$ cat src/rtl/td4_prog_loader.sv
// Instruction-fetch stage for the TD4 core: byte-serial program loader into a
// 16-word store, registered {immediate, opcode} fetch, and run gating for the CPU.
module td4_prog_loader #(
    parameter int ADDR_W = 4,
    parameter int DATA_W = 8
) (
    input  logic              clk,
    input  logic              rst,
    input  logic              load_req,
    input  logic              load_end,
    input  logic              wr_valid,
    input  logic [DATA_W-1:0] wr_data,
    output logic              wr_ready,
    input  logic [ADDR_W-1:0] pc,
    output logic [3:0]        opcode,
    output logic [3:0]        immediate,
    output logic              run_en,
    output logic [ADDR_W-1:0] wr_addr,
    output logic              load_done
);

    localparam int DEPTH = 2 ** ADDR_W;
    localparam logic [ADDR_W-1:0] ADDR_ONE  = ADDR_W'(1);
    localparam logic [ADDR_W-1:0] ADDR_LAST = '1;

    typedef enum logic [1:0] {
        IDLE = 2'd0,
        LOAD = 2'd1,
        RUN  = 2'd2
    } state_t;

    state_t              state_q, state_d;
    logic [ADDR_W-1:0]   wr_addr_q, wr_addr_d;
    logic [DATA_W-1:0]   mem_q [DEPTH];
    logic [DATA_W-1:0]   fetch_q, fetch_d;
    logic                load_done_q, load_done_d;
    logic                wr_en;

    always_comb begin
        state_d     = state_q;
        wr_addr_d   = wr_addr_q;
        load_done_d = 1'b0;
        wr_en       = 1'b0;
        unique case (state_q)
            IDLE: begin
                if (load_req) begin
                    state_d   = LOAD;
                    wr_addr_d = '0;
                end
            end
            LOAD: begin
                // A transfer in the same cycle as load_end is still written.
                if (wr_valid) begin
                    wr_en     = 1'b1;
                    wr_addr_d = wr_addr_q + ADDR_ONE;
                    if (wr_addr_q == ADDR_LAST) state_d = RUN;
                end
                if (load_end) state_d = RUN;
                load_done_d = (state_d == RUN);
            end
            RUN: begin
                if (load_req) begin
                    state_d   = LOAD;
                    wr_addr_d = '0;
                end
            end
            default: begin
                state_d   = IDLE;
                wr_addr_d = '0;
            end
        endcase
        // Outside RUN the core sees 8'h00, i.e. the harmless ADD A,0.
        fetch_d = (state_d == RUN) ? mem_q[pc] : '0;
    end

    always_ff @(posedge clk) begin
        if (rst) begin
            state_q     <= IDLE;
            wr_addr_q   <= '0;
            fetch_q     <= '0;
            load_done_q <= 1'b0;
            for (int i = 0; i < DEPTH; i++) mem_q[i] <= '0;
        end else begin
            state_q     <= state_d;
            wr_addr_q   <= wr_addr_d;
            fetch_q     <= fetch_d;
            load_done_q <= load_done_d;
            if (wr_en) mem_q[wr_addr_q] <= wr_data;
        end
    end

    assign wr_ready  = (state_q == LOAD);
    assign run_en    = (state_q == RUN);
    assign wr_addr   = wr_addr_q;
    assign load_done = load_done_q;
    assign opcode    = fetch_q[3:0];
    assign immediate = fetch_q[7:4];

endmodule

$ cat config.mk
export PLATFORM = sky130hd
export DESIGN_NAME = td4_prog_loader
export DESIGN_NICKNAME = d
export VERILOG_FILES = /design/src/rtl/td4_prog_loader.sv
export SDC_FILE = /design/constraint.sdc
export NUM_CORES = 1
export LEC_CHECK = 0
export CORE_UTILIZATION = 65
export CTS_CLUSTER_DIAMETER = 30
export DETAILED_ROUTE_END_ITERATION = 10
export GPL_ROUTABILITY_DRIVEN = 0
export HOLD_SLACK_MARGIN = 0.08
export PLACE_DENSITY = 0.85
export SLEW_MARGIN = 20
export SYNTH_ARGS = -nofsm -noshare
export SYNTH_HDL_FRONTEND = slang
export SYNTH_SLANG_ARGS = --single-unit
$ cat constraint.sdc
create_clock -name clk -period 4.8 [get_ports clk]
set_input_delay 0.96 -clock clk [delete_from_list [all_inputs] [get_ports clk]]
set_output_delay 0.96 -clock clk [all_outputs]
set_load 0.02 [all_outputs]
Word-level counts from Yosys, hierarchy flattened
Memories as Yosys holds them, arrays and structs flattened. A register that Yosys moved wholly into a read port is not among the register bits.
Index checks and enable logic that the tools add are counted.
W data, S select, Z words.
Word-level totals
  bits in registers: 7
  memory bits (writable): 128
  bits of input ports: 17
  output and inout bits: 15
  memories: 1
Memory list
  mem_q: depth 16, width 8, read ports 1, clocked after memory_dff 1, write ports 16, RTL line 34  | logic [DATA_W-1:0] mem_q [DEPTH];
Cells by class
  add/sub/neg operators: 1
  equal/unequal tests: 7
  mux-type cells: 19
  bitwise gates (word level): 2
  reductions and logical operators: 6
Operators with widths (number)
  $mux W4: 3
  $mux W2: 5
  $mux W1: 8
  $mux W8: 1
  $pmux W4 S2: 1
  $reduce_or A8 Y1: 1
  $eq A2 B2 Y1 const B: 3
  $reduce_or A2 Y1: 3
  $add A4 B1 Y4 const B: 1
  $eq A4 B4 Y1 const B: 1
  $pmux W2 S2: 1
  $eq A2 B1 Y1 const B: 1
  $logic_not A2 Y1: 1
  $ne A2 B1 Y1 const B: 1
  $ne A2 B2 Y1 const B: 1
  $not A1 Y1: 2
  $reduce_and A2 Y1: 1

Depth between registers and ports, before layout
Gate-level depths: netlist of run 1.
  word-level depth: 9
  depth in mapped cells: 5
  mapped depth without buffers: 5

Worst setup path after synthesis of run 1
Ideal clock, no wire load.
  path kind: input-to-reg
  start: in rst
  end: mem mem_q[13][0], enable pin
  arrival: 1.863 ns
  required time: 4.491 ns
  path slack: 2.627 ns
  stages on the path: 4
  buffers on the path: 0
  path through: and4bb_2 -> nand2_1 -> nor2_1 -> or2_2
RTL lines
  start: declaration: RTL line 8  | input logic rst,
  end: declaration: RTL line 34

Worst setup path in the final report of run 1
  start: reg wr_addr_q[2], in the netlist wr_addr[2]
  end: out wr_addr[2]
RTL lines
  start: declaration: RTL line 33  | logic [ADDR_W-1:0] wr_addr_q, wr_addr_d;
  start signal: assignment: RTL line 85  | wr_addr_q <= wr_addr_d;
  end: declaration: RTL line 18  | output logic [ADDR_W-1:0] wr_addr,
No word-level cell between the ends.

==> impl_results.md, run 1 <==
- Status: complete, no violations
- Grt total ovfl: 0
- Crit-path leading delay family: buffers and inverters
- Die area: 0.01050 sq mm
- TritonCTS buffer count: 17
- Area post-placement: 0.006910 sq mm
- TNS Setup: 0 ns
- Power per cell area: 390.1 mW/mm^2
- Largest net degree at the start of global routing: 33
- Non-filler cells, final: 603
- Port bufs: 31
- Count of final hold-check violations: 0
- TritonRoute pass-1 iters: 6
- Period utilisation layout: 60.36%
- Critical Path Slowest Stage Cell: clkdlybuf4s50_1
- Worst-Skew Late Latency: 0.54 ns
- Synth unique cells: 37
- Data arrival time of the worst path: 1.94 ns
- Hold Path Class: reg -> reg
- Slew Limit Headroom: 24.22%
- Proportion of layout cells with a drive suffix above 1: 14.26%
- Clk sinks: 143
- CTS Hold Bufs: 0
- CTS tree: built
- # fillers: 531
- Synth Warn #: 0
- Worst-margin pin slew: 1.133 ns
- Slowest stage delay, CP: 0.72 ns
- Core Box Area: 0.009774 sq mm
- Drt drc: 0
- # IOs: 32
- Setup Skew: 0.007845 ns
- Yosys top cell area share: 58.56%
- Finish-stage setup viols: 0
- Total power: 2950 uW
- Area leader, netlist: edfxtp_1
- Vias in the first global route: 3,714
- WP buf/inv: 1
- Drt wl/cell: 23.59 microns
- Die height: 102.5 microns
- Worst VDD drop: 0.2727 mV
- Worst Path Class, Setup: reg -> out
- Mapped Cells: 426
- Slew Viols, Final: 0
- Sequential share of the synthesized area: 63.13%
- Clock Tree Buf Depth: 2
- DRT Wirelength: 14,230 microns
- CP endpoint kind: output pin
- Post-synthesis area per instance: 15.41 sq um
- FF/Latch Area: 0.004144 sq mm
- Global Route Usage Sum: 29.95%
- Cts repair resizes: 0
- Starting Density: 67.15%
- Top cells by area, synth: edfxtp_1, and2_1, mux4_1
- Post-DR vias/cell: 6.197
- Yosys reg bits: 143
- Dpl cells: 571
- DP HPWL: 9334 microns
- Setup WS post-layout: 1.903 ns
- Leak Pwr: 0.002886 uW
- CTS clk-pin slew, worst paths: 0.06 ns
- CP Launch Type: flip-flop
- Crit Path Max Fanout: 13
- Post-layout min period: 2.897 ns
- First-pass GRT wire length: 21,260 microns
- Diode count: 0
- DRT antenna net count: 0
- MaxCap Viol Count: 0
- Pre-CTS WS: 1.511 ns
- NumNets Final: 478
- Netlist Area Pre-Place: 0.006564 sq mm
- Critical Path, Cell by Cell: clkdlybuf4s50_1
- Antenna violations before repair: 0
- Syn nets: 447
- H-tree depth: 4
- Unrepaired setup endpoints after global routing: no
- # rows: 36
- Vias: 3,737
- Area grow syn2layout: 15.19%
- Post-CTS setup buffers: 0
- Final instance area: 0.007561 sq mm
- Root Buffer Master: clkbuf_8
- Worst path required time: 3.84 ns
- Die width: 102.5 microns
- Starting DRT DRC Count: 320
- Fmax: 345.1 MHz
- Multi-input gate area: 0.002268 sq mm
stage by stage:
step	hold WS, ns	utilization, %
floorplan	0.5617	-
global placement	0.5360	70.70
detailed placement	0.5585	70.70
CTS	0.5704	77.36
global route	0.5878	77.36
finish	0.5746	77.36
metal layers:
layer | track usage [%] | vias up | wire length [microns]
met1 | 38.38 | 1843 | 5464
met2 | 49.38 | 205 | 7174
met3 | 6.102 | 40 | 1156
li1 | - | 1649 | -
met5 | 0 | - | 0
met4 | 14.51 | 0 | 431
tightest hold or removal path, cell delays in order (launching register included):
cell	delay [ns]
dfxtp_1	0.38
nand2_1	0.09
a21oi_1	0.05
report_power, final:
part	switching, uW	total [uW]	internal (uW)	leakage [uW]
clock	489	1370	883	0.000321
combinational	94.4	166	71.1	0.00112
sequential	18.5	1410	1390	0.00144
flip-flops by register name, indices dropped and copies added, names as in the netlist:
name / flops
state_q: 2
wr_addr: 4
load_done: 1
fetch_q: 8
mem_q: 128
synthesized netlist by cell type (all sizes together):
cell / number
a211oi: 1
a21oi: 6
a221o: 1
a41oi: 1
and2: 128
and3: 1
and3b: 1
and4bb: 1
buf: 10
clkbuf: 11
dfxtp: 15
edfxtp: 128
ha: 4
inv: 3
mux2i: 16
mux4: 32
nand2: 9
nand2b: 3
nand3: 1
nand3b: 2
nor2: 16
nor2b: 3
nor3: 5
nor3b: 1
o211ai: 1
o21a: 1
o21ai: 1
o22ai: 8
or2: 16
cell type report:
class,instances,area share (%)
Multi-Input combinational cell,259,30.00
Inverter,3,0.1489
Clock buffer,29,8.307
Timing Repair Buffer,33,4.236
Sequential cell,143,54.81
Tap cell,133,2.201
Clock inverter,3,0.2979
path summary, 6_finish.rpt:
path / to / slack [ns] / from / cells past startpoint
worst max-delay path: wr_addr[2] / 1.90 / wr_addr[2] / 1
worst min-delay path: wr_addr[1] / 0.57 / wr_addr[1] / 2
worst max register to register: mem_q[10][5] / 2.69 / wr_addr[3] / 3
worst min register to register: wr_addr[1] / 0.57 / wr_addr[1] / 2
cell families after synthesis:
kind of cell	count (synthesis)	share of synthesized area [%]
buffers and inverters	24	2.306
multiplexers	48	14.56
AO/OA/AOI/OAI	20	1.925
adder cells (fa/ha/maj)	4	0.7625
AND/OR/NAND/NOR	187	17.31
flip-flops	143	63.13
layout by cell type (no fill, tap or decap), types with 6 or more instances in the layout:
master           netlist  layout
and2_1               128     128
mux4_1                20      20
mux4_2                12      12
mux2i_1               16      16
or2_2                 16      16
edfxtp_1             128     128
clkdlybuf4s50_1        0      30
nand2_1                9       9
o22ai_1                8       8
clkbuf_16              0      23
dfxtp_1               15      15
a21oi_1                6       6
nor2_1                16      16
Power figures use the tool's default switching activity.
==> run 2, diff against run 1 <==
--- a/config.mk
+++ b/config.mk
@@ -5,12 +5,12 @@
 export SDC_FILE = /design/constraint.sdc
 export NUM_CORES = 1
 export LEC_CHECK = 0
-export CORE_UTILIZATION = 65
+export CORE_UTILIZATION = 54
 export CTS_CLUSTER_DIAMETER = 30
 export DETAILED_ROUTE_END_ITERATION = 10
 export GPL_ROUTABILITY_DRIVEN = 0
 export HOLD_SLACK_MARGIN = 0.08
-export PLACE_DENSITY = 0.85
+export PLACE_DENSITY = 0.76
 export SLEW_MARGIN = 20
 export SYNTH_ARGS = -nofsm -noshare
 export SYNTH_HDL_FRONTEND = slang
==> constraint.sdc (replaced) <==
create_clock -name clk -period 2.53 [get_ports clk]
set_input_delay 0.506 -clock clk [delete_from_list [all_inputs] [get_ports clk]]
set_output_delay 0.506 -clock clk [all_outputs]
set_load 0.02 [all_outputs]
==> run 2 against run 1 <==
  * The flow now finishes with violations (design-rule violations)
  * Sequential power increased by 90%
  * Count of clock-buffer cells in the layout shrank 8
  * Global-route usage down 5.9 points
  * Critical path depth stayed put
  * Register-to-register slack got worse by 2.1 ns
  * First-iteration DRC count fell by 22%
  * Core utilization decreased by 11 points
  * Non-clock buffer count increased by 14
==> impl_results.md, run 2 (synthesis gave the netlist of run 1 again) <==
- Cts repair resizes: 0
- Post-layout min period: 2.277 ns
- # fillers: 798
- Slowest stage delay, CP: 0.71 ns
- Hold Path Class: reg -> reg
- Worst hold path stage count: 2
- Dpl cells: 595
- Commonest non-fill, non-tap cells in the layout: and2_1, edfxtp_1, clkdlybuf4s50_1, mux4_1, clkbuf_16
- Psw: 1119 uW
- H-tree depth: 4
- Crit Path Max Fanout: 13
- Grt total ovfl: 0
- TNS Setup: 0 ns
- Period utilisation layout: 89.99%
- Starting Density: 56.52%
- Most flops, register: mem_q
- CTS Hold Bufs: 0
- Violated checks: design-rule violations
- CP Launch Type: flip-flop
- # IOs: 32
- TritonRoute pass-1 iters: 8
- TritonCTS buffer count: 17
- Critical Path Slowest Stage Cell: clkdlybuf4s50_1
- DRT Wirelength: 13,890 microns
- Crit path launch: wr_addr[2]
- Reg2reg path depth: 3
- Setup Skew: 0.006416 ns
- Worst-Skew Late Latency: 0.41 ns
- Vias: 3,656
- Logic gate share of total power: 5.8%
- Critical path depth: 1
- Leak Pwr: 0.002950 uW
- Antenna violations before repair: 0
- CP endpoint kind: output pin
- Crit-path leading delay family: buffers and inverters
- Max FFs per register: 128
- CTS tree: built
- Global Route Usage Sum: 24.01%
- Sw Ratio: 19.89%
- Area grow syn2layout: 17.08%
- Worst-margin pin slew: 0.8120 ns
- Root Buffer Master: clkbuf_16
- Largest net degree at the start of global routing: 33
- FF-to-FF Start: wr_addr[2]
- Non-filler cells, final: 627
- Post-DR vias/cell: 5.831
- Core Util, Final: 66.17%
- Hold wc startpoint: wr_addr[1]
- Drt drc: 2
- Slew Limit Headroom: 45.70%
- Fmax: 439.2 MHz
- Finish-stage setup viols: 0
- CTS clk-pin slew, worst paths: 0.06 ns
- Internal power: 4505 uW
- Flop pwr share: 47.6%
- Port bufs: 31
- NumNets Final: 492
- MaxCap Viol Count: 0
- Drt wl/cell: 22.15 microns
- Worst Path Class, Setup: reg -> out
- Clk sinks: 143
- Worst path required time: 2.02 ns
- Worst VDD drop: 0.3663 mV
- Clock share of power: 46.6%
- Critical Path, Cell by Cell: clkdlybuf4s50_1
- DP HPWL: 9240 microns
- Proportion of layout cells with a drive suffix above 1: 16.94%
- Vias in the first global route: 3,702
- Data arrival time of the worst path: 1.77 ns
- Count of final hold-check violations: 0
- Starting DRT DRC Count: 249
- Status: finished with violations
- # rows: 39
- Clock Tree Buf Depth: 2
- Post-CTS setup buffers: 0
- Die area: 0.01260 sq mm
- First-pass GRT wire length: 21,380 microns
- Unrepaired setup endpoints after global routing: no
- Power per cell area: 731.8 mW/mm^2
- Die height: 112.3 microns
- DRT antenna net count: 0
- Core Box Area: 0.01161 sq mm
- Die width: 112.3 microns
- WP buf/inv: 1
- Slew Viols, Final: 0
- Diode count: 0
==> run 2: changes by cell type in the layout (fill, tap and decap cells not counted), moves of 3 or more <==
cell / change
clkbuf_16: -6
bufinv_16: +4
buf_4: +12
clkinvlp_4: +3
==> run 2: power groups by stage <==
stage / Combinational, uW / Clock [uW] / Sequential, uW
after global routing: 348 / 2740 / 2680
final: 326 / 2620 / 2680
after global placement: 319 / 0 / 2720
after detailed placement: 326 / 0 / 2730
after floorplan: 204 / 0 / 2710
after CTS: 328 / 2640 / 2680
==> run 2: routing by layer <==
| layer | track usage [%] | vias up | part of all wire (%) |
|---|---|---|---|
| met4 | 10.04 | 0 | 2.3 |
| met1 | 31.01 | 1761 | 40 |
| li1 | - | 1677 | - |
| met3 | 6.965 | 28 | 9.1 |
| met2 | 38.43 | 190 | 49 |
| met5 | 0 | - | 0 |
==> run 2: per-stage QoR <==
stage	area, sq um	hold WS [ns]	worst slack [ns]	total power (uW)
after global placement	7053	0.5330	0.1620	3041
final	7685	0.5603	0.2532	5624
after global routing	7685	0.5851	0.1608	5766
after CTS	7685	0.5590	0.2317	5643
after detailed placement	7053	0.5488	0.09947	3051
after floorplan	6564	0.5617	0.7828	2912
==> run 2: final timing paths <==
kind	endpoint	slack [ns]
worst min-delay path	wr_addr[1]	0.56
worst max register to register	mem_q[4][7]	0.56
worst min register to register	wr_addr[1]	0.56
worst max-delay path	wr_addr[2]	0.25
==> run 2: worst reg2reg max path, cell delays in order, from the launching register on <==
cell and delay (ns):
dfxtp_1 0.65, nand2b_1 0.25, nor2_1 0.45, or2_2 0.32
==> run 2: layout make-up <==
type	instances	area [sq um]	area share (%)
Inverter	3	11.26	0.1465
Clock inverter	11	161.4	2.100
Sequential cell	143	4144	53.92
Multi-Input combinational cell	259	2268	29.52
Tap cell	143	178.9	2.328
Timing Repair Buffer	47	450.4	5.861
Clock buffer	21	470.5	6.122
